--- config.mk ---
export PLATFORM = sky130hd
export DESIGN_NAME = cam_ctrl
export DESIGN_NICKNAME = d
export VERILOG_FILES = /design/src/rtl/cam_ctrl.sv
export SDC_FILE = /design/constraint.sdc
export NUM_CORES = 1
export LEC_CHECK = 0
export CAP_MARGIN = 5
export CORE_AREA = 10 10 105 107
export DETAILED_ROUTE_END_ITERATION = 12
export DIE_AREA = 0 0 115 117
export GPL_ROUTABILITY_DRIVEN = 0
export PLACE_DENSITY = 0.83
export SETUP_SLACK_MARGIN = 0.02
export SLEW_MARGIN = 20
export SYNTH_ARGS = -nofsm -noshare
export SYNTH_HDL_FRONTEND = slang
export SYNTH_SLANG_ARGS = --single-unit
--- constraint.sdc ---
create_clock -name clk -period 5.15 [get_ports clk]
set_input_delay 0.515 -clock clk [delete_from_list [all_inputs] [get_ports clk]]
set_output_delay 0.515 -clock clk [all_outputs]
set_load 0.01 [all_outputs]
--- src/rtl/cam_ctrl.sv ---
// 8-entry sequential-scan CAM controller: WRITE, SEARCH (one entry per cycle), CLEAR.
// Define CAM_CTRL_DUP_CHECK_EN to scan before each WRITE and reject duplicate keys.
module cam_ctrl #(
   parameter int unsigned DATA_W = 8
) (
   input  logic              clk,
   input  logic              rst,
   input  logic              cmd_valid,
   output logic              cmd_ready,
   input  logic [1:0]        cmd_op,
   input  logic [2:0]        cmd_addr,
   input  logic [DATA_W-1:0] cmd_data,
   output logic              rsp_valid,
   output logic [7:0]        rsp_status,
   output logic              rsp_hit,
   output logic [2:0]        rsp_hit_idx,
   output logic              rsp_dup,
   output logic [7:0]        valid_mask
);

   typedef enum logic [1:0] {IDLE, WRITE, SEARCH, DONE} state_t;
   typedef enum logic [1:0] {OP_NOP, OP_WRITE, OP_SEARCH, OP_CLEAR} op_t;

   state_t            state_q, state_d;
   op_t               op_q, op_d;
   logic [2:0]        addr_q, addr_d;
   logic [DATA_W-1:0] key_q, key_d;
   logic [2:0]        idx_q, idx_d;
   logic [7:0]        scan_q, scan_d;
   logic [DATA_W-1:0] mem_q [8];
   logic [DATA_W-1:0] mem_d [8];
   logic [7:0]        valid_q, valid_d;
   logic [7:0]        status_q, status_d;
   logic              hit_q, hit_d;
   logic [2:0]        hit_idx_q, hit_idx_d;
   logic [7:0]        cur_vec;
`ifdef CAM_CTRL_DUP_CHECK_EN
   logic              dup_q, dup_d;
`endif

   function automatic logic [2:0] lowest_set(input logic [7:0] v);
      logic [2:0] r;
      r = '0;
      for (int unsigned i = 8; i > 0; i--) begin
         if (v[i-1]) r = 3'(i - 1);
      end
      return r;
   endfunction

   // Running match vector including the entry compared this cycle
   always_comb begin
      cur_vec         = scan_q;
      cur_vec[idx_q]  = valid_q[idx_q] && (mem_q[idx_q] == key_q);
   end

   always_comb begin
      state_d   = state_q;
      op_d      = op_q;
      addr_d    = addr_q;
      key_d     = key_q;
      idx_d     = idx_q;
      scan_d    = scan_q;
      mem_d     = mem_q;
      valid_d   = valid_q;
      status_d  = status_q;
      hit_d     = hit_q;
      hit_idx_d = hit_idx_q;
`ifdef CAM_CTRL_DUP_CHECK_EN
      dup_d     = dup_q;
`endif
      case (state_q)
         IDLE: begin
            idx_d = '0;
            if (cmd_valid) begin
               op_d   = op_t'(cmd_op);
               addr_d = cmd_addr;
               key_d  = cmd_data;
               scan_d = '0;
               case (op_t'(cmd_op))
`ifdef CAM_CTRL_DUP_CHECK_EN
                  OP_WRITE:  state_d = SEARCH;
`else
                  OP_WRITE:  state_d = WRITE;
`endif
                  OP_SEARCH: state_d = SEARCH;
                  OP_CLEAR:  state_d = WRITE;
                  default:   state_d = IDLE;
               endcase
            end
         end
         SEARCH: begin
            scan_d = cur_vec;
            idx_d  = 3'(idx_q + 3'd1);
            if (idx_q == 3'd7) begin
               if (op_q == OP_SEARCH) begin
                  status_d  = cur_vec;
                  hit_d     = |cur_vec;
                  hit_idx_d = lowest_set(cur_vec);
`ifdef CAM_CTRL_DUP_CHECK_EN
                  dup_d     = 1'b0;
`endif
                  state_d   = DONE;
               end else begin
                  state_d   = WRITE;
               end
            end
         end
         WRITE: begin
            state_d = DONE;
            if (op_q == OP_CLEAR) begin
               valid_d = '0;
`ifdef CAM_CTRL_DUP_CHECK_EN
               dup_d   = 1'b0;
`endif
            end else begin
`ifdef CAM_CTRL_DUP_CHECK_EN
               dup_d = |scan_q;
               if (!(|scan_q)) begin
                  mem_d[addr_q]   = key_q;
                  valid_d[addr_q] = 1'b1;
               end
`else
               mem_d[addr_q]   = key_q;
               valid_d[addr_q] = 1'b1;
`endif
            end
         end
         DONE: state_d = IDLE;
         default: state_d = IDLE;
      endcase
   end

   always_ff @(posedge clk or posedge rst) begin
      if (rst) begin
         state_q   <= IDLE;
         op_q      <= OP_NOP;
         addr_q    <= '0;
         key_q     <= '0;
         idx_q     <= '0;
         scan_q    <= '0;
         valid_q   <= '0;
         status_q  <= '0;
         hit_q     <= 1'b0;
         hit_idx_q <= '0;
         for (int unsigned i = 0; i < 8; i++) mem_q[i] <= '0;
`ifdef CAM_CTRL_DUP_CHECK_EN
         dup_q     <= 1'b0;
`endif
      end else begin
         state_q   <= state_d;
         op_q      <= op_d;
         addr_q    <= addr_d;
         key_q     <= key_d;
         idx_q     <= idx_d;
         scan_q    <= scan_d;
         valid_q   <= valid_d;
         status_q  <= status_d;
         hit_q     <= hit_d;
         hit_idx_q <= hit_idx_d;
         mem_q     <= mem_d;
`ifdef CAM_CTRL_DUP_CHECK_EN
         dup_q     <= dup_d;
`endif
      end
   end

   assign cmd_ready   = (state_q == IDLE);
   assign rsp_valid   = (state_q == DONE);
   assign rsp_status  = status_q;
   assign rsp_hit     = hit_q;
   assign rsp_hit_idx = hit_idx_q;
   assign valid_mask  = valid_q;
`ifdef CAM_CTRL_DUP_CHECK_EN
   assign rsp_dup     = dup_q;
`else
   assign rsp_dup     = 1'b0;
`endif

endmodule
==> results of run 1 <==
-- worst paths after layout --
kind	depth (start not counted)	startpoint	end	slack, ns
setup / recovery	7	idx_q[1]	rsp_hit	1.74
hold / removal	2	rsp_status[1]	rsp_status[1]	0.49
setup reg to reg	7	idx_q[1]	rsp_hit	1.74
hold reg to reg	2	rsp_status[1]	rsp_status[1]	0.49
max in group asynchronous	3	rst	valid_mask[5]	3.45
min in group asynchronous	2	rst	op_q[1]	0.65
-- where the power goes --
part | internal (mW) | switching (mW) | leakage, nW | total, mW
clock network | 0.227 | 0.298 | 0.104 | 0.525
logic | 0.704 | 0.583 | 1.14 | 1.29
registers | 1.20 | 0.337 | 1.39 | 1.54
-- placed cells by master, fill, tap and decap left out, drive strengths merged, types with 9 or more instances in the layout --
| master | n |
|---|---|
| nor2 | 23 |
| nand2 | 36 |
| a21oi | 10 |
| inv | 14 |
| mux2 | 85 |
| clkbuf | 9 |
| clkdlybuf4s50 | 37 |
| mux2i | 18 |
| o21ai | 22 |
| dfrtp | 110 |
-- worst max-delay path: cells and delay by family, from the launching register on --
family / cells / cell delay (ns)
AND/OR/NAND/NOR: 2 / 1.13
flip-flops: 1 / 1.03
AO/OA/AOI/OAI: 2 / 0.61
adder cells (fa/ha/maj): 2 / 0.45
buffers and inverters: 1 / 0.07
-- registers in the layout, summed over array words and instances, names as in the netlist --
| name | count |
|---|---|
| addr_q | 3 |
| idx_q | 3 |
| key_q | 8 |
| mem_q | 64 |
| op_q | 2 |
| rsp_hit | 1 |
| rsp_hit_idx | 3 |
| rsp_status | 8 |
| scan_q | 8 |
| state_q | 2 |
| valid_mask | 8 |
-- through the flow --
| stage | cells | cell area, um^2 | utilization |
|---|---|---|---|
| finish | 606 | 6090 | 0.675 |
| global placement | 590 | 5900 | 0.654 |
| detailed placement | 590 | 5900 | 0.654 |
| CTS | 606 | 6090 | 0.675 |
| global route | 606 | 6090 | 0.675 |
| floorplan | 473 | 5540 | - |
-- kinds of logic after synthesis --
| family | Yosys count |
|---|---|
| buf+inv | 47 |
| simple gates | 109 |
| compound gates | 84 |
| fa+ha+maj | 6 |
| xor+xnor | 5 |
| flops | 110 |
| other cells | 1 |
| mux | 111 |
-- cell type report --
cell class | instances | area [um^2] | area share
Tap cell | 111 | 139 | 0.0228
Clock buffer | 9 | 124 | 0.0203
Multi-Input combinational cell | 316 | 2560 | 0.420
Sequential cell | 110 | 2750 | 0.452
Inverter | 12 | 47.5 | 0.00781
Timing Repair Buffer | 41 | 400 | 0.0657
Clock inverter | 7 | 71.3 | 0.0117
-- layer usage --
| metal | part of all wire | vias to the layer above |
|---|---|---|
| met2 | 0.49 | 116 |
| li1 | - | 1731 |
| met4 | 0.025 | 0 |
| met1 | 0.43 | 1876 |
| met3 | 0.054 | 24 |
| met5 | 0 | - |
==> run summary, run 1 <==
* **Inserted Clock Buffers** 9
* **dominant combinational cell family by area after synthesis** multiplexers
* **adder and majority cell fraction of the synthesized area** 0.0136
* **Post-synth top flop** dfrtp_1
* **Worst EP arrival** 3.67 ns
* **Global Route met3 Usage** 0.0428
* **CTS clk-pin slew, worst paths** 0.10 ns
* **post_cts resized** 0
* **ordered cell list for the critical path** ha_1 > ha_1 > inv_1 > nor3_2 > o21ai_0 > or2_2 > o32a_1
* **most repeated cell in the gate-level netlist after synthesis** dfrtp_1
* **Overall Power** 3.35 mW
* **grt ovf** 0
* **Row Count** 35
* **XOR/XNOR share of the synthesized area** 0.00791
* **Post-synth EDFFs** 0
* **synthesized-area fraction occupied by ao, oa, aoi and oai cells** 0.103
* **clk root buf** clkbuf_8
* **NumNets Final** 512
* **Worst setup EP type** flop
* **leakage power of the design** 2.63 nW
* **area of the placeable core** 0.00902 mm^2
* **global routing usage on met2** 0.306
* **library cell appearing most often on the critical path** ha_1
* **Hold WC Path Type** reg -> reg
* **power density normalized to cell area** 551 mW/mm^2
* **via/cell ratio** 6.18
* **most frequent cells after synthesis** dfrtp_1, mux2_2, nand2_1
* **Synth Instances** 473
* **RSZ-0062 raised after global routing** false
* **max cap viols** 0
* **number of antenna repair diodes** 0
* **final sum of negative setup slack** 0 ns
* **final period utilization** 0.661
* **number of port buffers** 37
* **antenna viol nets, final** 0
* **worst setup path class** reg -> reg
* **pin count of the biggest net entering global routing** 70
* **fraction of registers with async set or reset after synthesis** 1.00
* **actual transition at the worst max-transition pin** 1.07 ns
* **worst-skew pair later-pin latency** 0.38 ns
* **Via Count** 3,747
* **Clock H-tree levels** 3
* **TritonCTS clock tree** built
* **most crowded layer after global routing** met2
* **first-pass GRT wire length** 19,900 um
* **count of buffers added by post-CTS timing repair for setup** 0
* **remaining max-slew budget at the tightest pin** 0.288
* **Hold Buf Count CTS** 0
* **fraction of the mapped netlist area in simple logic gates** 0.0956
* **worst setup timing slack at the placement stage** 1.78 ns
* **largest stage delay on the critical path** 1.03 ns
* **largest area contributor in the netlist** dfrtp_1
* **Post-Synthesis Net Count** 495
* **number of setup violations in the final report** 0
* **largest cells by area after synthesis** dfrtp_1, mux2_2, mux2i_1
* **post-synth cell types** 53
* **sum of net half-perimeters after detailed placement** 8290 um
* **type of element launching the critical path** flop
* **count of unresolved DRC violations after routing** 0
* **1st-iter DRT viols** 190
* **area of the die** 0.0135 mm^2
* **worst-case setup margin in the final layout** 1.74 ns
* **Boundary Pins** 39
* **chip width** 115 um
* **total clock sinks** 110
* **Initial Utilization** 0.614
* **hold violation total from the final report** 0
* **result of the run** finished clean
* **max-slew violation count** 0
* **portion of the post-synthesis area used by sequential elements** 0.497
* **mux share of post-synthesis cell area** 0.239
* **area fraction of the dominant cell type after synthesis** 0.497
* **biggest fanout along the worst timing path** 27
* **Fin Hold WS** 0.485 ns
* **Peak supply drop** 280 uV
* **Post-Syn Area** 0.00554 mm^2
* **Syn Area/Cell** 11.7 um^2
* **number of antenna violations at the first check in global routing** 0
* **area grow syn2layout** 10.0%
* **layout filler cell count** 671
* **number of global-route vias before repair** 3,832
* **post-synthesis sequential element count** 110
* **Synthesis Warnings** 0
* **slowest stage cell, crit path** dfrtp_1
* **number of detailed-routing iterations run before antenna repair** 4
* **Worst Skew** 0.00936 ns
* **height of the chip** 117 um
* **shortest period the worst path allows** 3.41 ns
* **overall global routing resource usage** 0.186
* **fraction of final layout cells sized beyond drive strength 1** 0.248
* **wirelength, routed** 12,000 um
* **maximum count of clock buffers along a single path** 2
* **routing usage on met1** 0.228
* **required time worst endpoint** 5.41 ns
* **Max Freq** 0.294 GHz
* **wire length per cell** 19.8 um
Power figures use the tool's default switching activity.
==> inputs of run 2 (changes only) <==
- CORE_AREA: 10 10 105 107 -> 10 10 108 110
- DIE_AREA: 0 0 115 117 -> 0 0 118 120
- PLACE_DENSITY: 0.83 -> 0.79
- clock period: 5.15 -> 3.5 ns (I/O delays scaled with it)
==> run 2 against run 1 <==
Net effect:
- final cell count is 4.6% higher
- non-clock buffer count is 7 higher
- critical path depth is 2 higher
- clock skew is 0.0042 ns higher
- core utilization is 2.6 points lower
- critical path type unchanged
- critical endpoint is now rsp_hit_idx[1]
- largest cell class unchanged
==> run summary, run 2 (synthesized netlist as in run 1, its figures left out) <==
* **antenna viol nets, final** 0
* **CTS clk-pin slew, worst paths** 0.10 ns
* **fraction of final layout cells sized beyond drive strength 1** 0.253
* **count of unresolved DRC violations after routing** 0
* **total clock sinks** 110
* **Row Count** 36
* **max cap viols** 0
* **Initial Utilization** 0.580
* **most common cell after layout, fill and taps aside** dfrtp_1
* **proportion of power drawn by combinational gates** 0.394
* **post_cts resized** 0
* **area of the placeable core** 0.00955 mm^2
* **TritonCTS clock tree** built
* **area of all sequential standard cells** 0.00275 mm^2
* **worst setup path class** reg -> reg
* **Via Count** 3,760
* **actual transition at the worst max-transition pin** 0.964 ns
* **Clock H-tree levels** 3
* **worst-skew pair later-pin latency** 0.36 ns
* **Inserted Clock Buffers** 9
* **shortest period the worst path allows** 2.95 ns
* **largest stage delay on the critical path** 0.55 ns
* **most frequent cells in the layout** dfrtp_1, mux2_2, clkdlybuf4s50_1, nand2_1, nor2_1
* **final sum of negative setup slack** 0 ns
* **biggest fanout along the worst timing path** 21
* **total instance count after detailed placement** 619
* **hold violation total from the final report** 0
* **number of setup violations in the final report** 0
* **wire length per cell** 18.8 um
* **pin count of the biggest net entering global routing** 63
* **required time worst endpoint** 3.75 ns
* **chip width** 118 um
* **wirelength, routed** 12,000 um
* **sum of net half-perimeters after detailed placement** 8370 um
* **RSZ-0062 raised after global routing** false
* **Peak supply drop** 391 uV
* **clk root buf** clkbuf_8
* **NumNets Final** 519
* **Worst Skew** 0.0136 ns
* **Hold Buf Count CTS** 0
* **type of element launching the critical path** flop
* **remaining max-slew budget at the tightest pin** 0.355
* **max-slew violation count** 0
* **area of the die** 0.0142 mm^2
* **1st-iter DRT viols** 185
* **final period utilization** 0.843
* **max FFs per register** 64
* **number of antenna violations at the first check in global routing** 0
* **number of port buffers** 37
* **number of detailed-routing iterations run before antenna repair** 7
* **share of total power in sequential cells** 0.448
* **via/cell ratio** 5.93
* **area of combinational cells with multiple inputs** 0.00255 mm^2
* **ordered cell list for the critical path** buf_4 > nor2_1 > a21oi_1 > o22ai_1 > xor2_1 > nor4_2 > buf_4 > a21oi_1 > o32a_1
* **Worst Path Buf+Inv** 2
* **Max Freq** 0.339 GHz
* **result of the run** finished clean
* **number of antenna repair diodes** 0
* **Power Internal** 3.21 mW
* **height of the chip** 120 um
* **Worst setup EP type** flop
* **number of global-route vias before repair** 3,866
* **first-pass GRT wire length** 19,800 um
* **register with the most flip-flops** mem_q
* **fraction of power spent switching nets** 0.355
* **Boundary Pins** 39
* **Worst EP arrival** 3.20 ns
* **Crit path max-delay family** compound AO/OA/AOI/OAI gates
* **layout filler cell count** 743
* **grt ovf** 0
* **slowest stage cell, crit path** dfrtp_1
* **Hold WC Path Type** reg -> reg
* **Switch Pwr** 1.76 mW
* **area grow syn2layout** 11.9%
* **count of buffers added by post-CTS timing repair for setup** 0
* **Layout Utilization** 0.649
* **maximum count of clock buffers along a single path** 2
* **clock share of power** 0.158
* **power density normalized to cell area** 802 mW/mm^2
* **post-route non-filler standard cell count** 634
* **leakage power of the design** 2.67 nW
* **overall global routing resource usage** 0.171
[run 2: changes by cell type in the layout (fill, tap and decap cells not counted)]
cell,before,now
nor3_1,4,5
clkbuf_8,9,11
clkbuf_1,0,1
clkinv_2,3,1
inv_6,2,0
nor3_2,2,1
buf_12,0,2
buf_4,4,9
[run 2: area by class of cell]
class                           count  share of cell area
Inverter                           12             0.00768
Sequential cell                   110               0.444
Clock buffer                       12              0.0250
Multi-Input combinational cell    316               0.412
Timing Repair Buffer               48              0.0772
Clock inverter                      3             0.00707
Tap cell                          133              0.0269
[run 2: path summary, 6_finish.rpt]
kind                                  end  slack (ns)  cells past startpoint           from
max                        rsp_hit_idx[1]        0.55                      9       idx_q[1]
min                         rsp_status[6]        0.48                      2  rsp_status[6]
max reg2reg                rsp_hit_idx[1]        0.55                      9       idx_q[1]
min reg2reg                 rsp_status[6]        0.48                      2  rsp_status[6]
max in group asynchronous       mem_q[29]        2.28                      3            rst
min in group asynchronous   rsp_status[6]        0.49                      2            rst
[run 2: metal layers]
metal | GRT usage | vias up | share of wire
met5 | 0 | - | 0
met4 | 0.0657 | 0 | 0.019
met3 | 0.0295 | 24 | 0.048
met2 | 0.289 | 114 | 0.49
met1 | 0.215 | 1886 | 0.44
li1 | - | 1736 | -
[run 2: worst reg2reg max path, cell delays in order (launching register included)]
cell	delay, ns
dfrtp_1	0.55
buf_4	0.29
nor2_1	0.49
a21oi_1	0.16
o22ai_1	0.21
xor2_1	0.14
nor4_2	0.27
buf_4	0.28
a21oi_1	0.11
o32a_1	0.34
[run 2: power groups by stage]
stage	sequential [mW]	combinational, mW	clock [mW]
floorplan	2.01	1.63	0
global placement	2.21	1.89	0
detailed placement	2.25	1.96	0
CTS	2.23	1.97	0.794
global route	2.31	2.14	0.843
finish	2.23	1.96	0.783
[run 2: stage by stage]
step	setup slack (ns)	hold WS, ns	total power [mW]	area, um^2
floorplan	0.248	0.470	3.64	5540
global placement	0.649	0.462	4.11	6000
detailed placement	0.563	0.470	4.21	6000
CTS	0.545	0.493	4.99	6190
global route	0.411	0.526	5.29	6190
finish	0.550	0.485	4.97	6190
==> inputs of run 3 (changes only) <==
- CORE_AREA: 10 10 108 110 -> 10 10 114 116
- DIE_AREA: 0 0 118 120 -> 0 0 124 126
- PLACE_DENSITY: 0.79 -> 0.74
- clock period: 3.5 -> 2.4 ns (I/O delays scaled with it)
==> run 3 against run 2 <==
Net effect:
- the run now ends with setup timing left
- wire length rose by 7.7%
- power grew 54%
- final area up 6.3%
- first-iteration DRC count up 50%
- sequential power grew 43%
- largest cell class unchanged
- sequential share of layout area down 2.6 points
- non-clock buffer count increased by 31
==> run summary, run 3 (synthesized netlist as in run 1, its figures left out) <==
* **Hold Buf Count CTS** 0
* **most frequent cells in the layout** dfrtp_1, mux2_2, clkdlybuf4s50_1, nand2_1, buf_4
* **count of unresolved DRC violations after routing** 0
* **pin count of the biggest net entering global routing** 31
* **wire length per cell** 19.1 um
* **Initial Utilization** 0.518
* **layout filler cell count** 888
* **antenna viol nets, final** 0
* **result of the run** finished with violations
* **power density normalized to cell area** 1170 mW/mm^2
* **maximum count of clock buffers along a single path** 2
* **Worst EP arrival** 2.83 ns
* **height of the chip** 126 um
* **Inserted Clock Buffers** 9
* **chip width** 124 um
* **grt ovf** 0
* **number of port buffers** 37
* **area of the die** 0.0156 mm^2
* **area grow syn2layout** 18.9%
* **max FFs per register** 64
* **Peak supply drop** 725 uV
* **final period utilization** 1.07
* **Row Count** 38
* **number of antenna violations at the first check in global routing** 0
* **Clock H-tree levels** 3
* **worst-skew pair later-pin latency** 0.38 ns
* **area of the placeable core** 0.0107 mm^2
* **share of total power in sequential cells** 0.415
* **fraction of final layout cells sized beyond drive strength 1** 0.323
* **hold violation total from the final report** 0
* **Hold WC Path Type** in -> async
* **Via Count** 3,915
* **actual transition at the worst max-transition pin** 0.704 ns
* **first-pass GRT wire length** 21,200 um
* **Boundary Pins** 39
* **max-slew violation count** 0
* **TritonCTS clock tree** built
* **total clock sinks** 110
* **failing checks** setup timing
* **Max Freq** 0.390 GHz
* **Switch Pwr** 2.78 mW
* **via/cell ratio** 5.82
* **overall global routing resource usage** 0.170
* **worst-case setup margin in the final layout** -0.165 ns
* **remaining max-slew budget at the tightest pin** 0.530
* **proportion of power drawn by combinational gates** 0.433
* **wirelength, routed** 12,900 um
* **leakage power of the design** 2.87 nW
* **NumNets Final** 550
* **Worst setup EP type** flop
* **biggest fanout along the worst timing path** 6
* **max cap viols** 0
* **Power Internal** 4.90 mW
* **required time worst endpoint** 2.67 ns
* **sum of net half-perimeters after detailed placement** 9360 um
* **worst setup path class** reg -> reg
* **worst setup timing slack at the placement stage** -0.228 ns
* **RSZ-0062 raised after global routing** true
* **number of detailed-routing iterations run before antenna repair** 4
* **number of antenna repair diodes** 0
* **register with the most flip-flops** mem_q
* **clk root buf** clkbuf_8
* **CTS clk-pin slew, worst paths** 0.12 ns
* **Worst Skew** 0.0164 ns
* **shortest period the worst path allows** 2.57 ns
* **type of element launching the critical path** flop
* **number of global-route vias before repair** 4,048
* **number of setup violations in the final report** 16
* **1st-iter DRT viols** 278
* **fraction of power spent switching nets** 0.362
* **most common cell after layout, fill and taps aside** dfrtp_1
* **Overall Power** 7.68 mW
* **clock share of power** 0.152
-- run 3: cell types whose count changed in the layout (fill, tap and decap cells not counted), moves of 2 or more --
cell | before | now
nor2_4 | 0 | 2
dfrtp_2 | 0 | 3
clkbuf_8 | 11 | 9
nor2_1 | 23 | 20
o21ai_0 | 20 | 18
dfrtp_1 | 110 | 107
buf_12 | 2 | 7
buf_6 | 0 | 3
buf_4 | 9 | 32
clkinvlp_4 | 0 | 2
-- run 3: critical path: stages, from the launching register on --
cell,delay (ns)
dfrtp_2,0.44
buf_12,0.14
mux4_2,0.49
mux2i_1,0.19
xor2_1,0.17
nand4_1,0.19
nor4_2,0.21
buf_4,0.20
a21oi_1,0.07
o32a_1,0.34
-- run 3: timing repair --
action                                  CTS  global route
buffers inserted                          2             2
resized for setup                         9            15
pin swaps                                10             8
endpoints found under the setup margin   20            20
-- run 3: power by group through the flow --
stage / sequential (mW) / combinational (mW) / clock (mW)
2_1_floorplan: 2.93 / 2.38 / 0
3_3_place_gp: 3.16 / 3.08 / 0
3_5_place_dp: 3.22 / 3.20 / 0
4_1_cts: 3.18 / 3.26 / 1.19
5_1_grt: 3.29 / 3.60 / 1.27
6_report: 3.19 / 3.32 / 1.17
-- run 3: layer usage --
| metal | wire (um) | GRT usage | part of all wire | vias up |
|---|---|---|---|---|
| li1 | - | - | - | 1801 |
| met1 | 5230 | 0.203 | 0.41 | 1980 |
| met2 | 6770 | 0.304 | 0.53 | 114 |
| met3 | 617 | 0.0357 | 0.048 | 20 |
| met4 | 250 | 0.0379 | 0.019 | 0 |
| met5 | 0 | 0 | 0 | - |
-- run 3: worst paths after layout --
| check | startpoint | to | slack [ns] | depth (start not counted) |
|---|---|---|---|---|
| min | rst | op_q[1] | 0.30 | 2 |
| max reg2reg | idx_q[0] | rsp_hit_idx[1] | -0.17 | 9 |
| min reg2reg | rsp_hit_idx[2] | rsp_hit_idx[2] | 0.50 | 2 |
| max in group asynchronous | rst | idx_q[1] | 1.51 | 3 |
| min in group clk | cmd_op[1] | op_q[1] | 0.43 | 3 |
| max | idx_q[0] | rsp_hit_idx[1] | -0.17 | 9 |
-- run 3: cell type report --
class / count / area [um^2] / area share
Clock inverter: 7 / 83.8 / 0.0127
Clock buffer: 9 / 124 / 0.0188
Tap cell: 140 / 175 / 0.0266
Sequential cell: 110 / 2760 / 0.419
Multi-Input combinational cell: 316 / 2610 / 0.397
Timing Repair Buffer: 79 / 785 / 0.119
Inverter: 12 / 48.8 / 0.00741
-- run 3: through the flow --
| stage | hold WS, ns | instance area, um^2 | setup TNS, ns | instances | utilization |
|---|---|---|---|---|---|
| final | 0.303 | 6580 | -1.30 | 673 | 0.615 |
| after global routing | 0.346 | 6580 | -2.96 | 673 | 0.615 |
| after CTS | 0.328 | 6520 | -0.874 | 673 | 0.609 |
| after detailed placement | 0.474 | 6260 | -1.69 | 655 | 0.585 |
| after global placement | 0.463 | 6260 | -0.166 | 655 | 0.585 |
| after floorplan | 0.391 | 5540 | 0 | 473 | - |
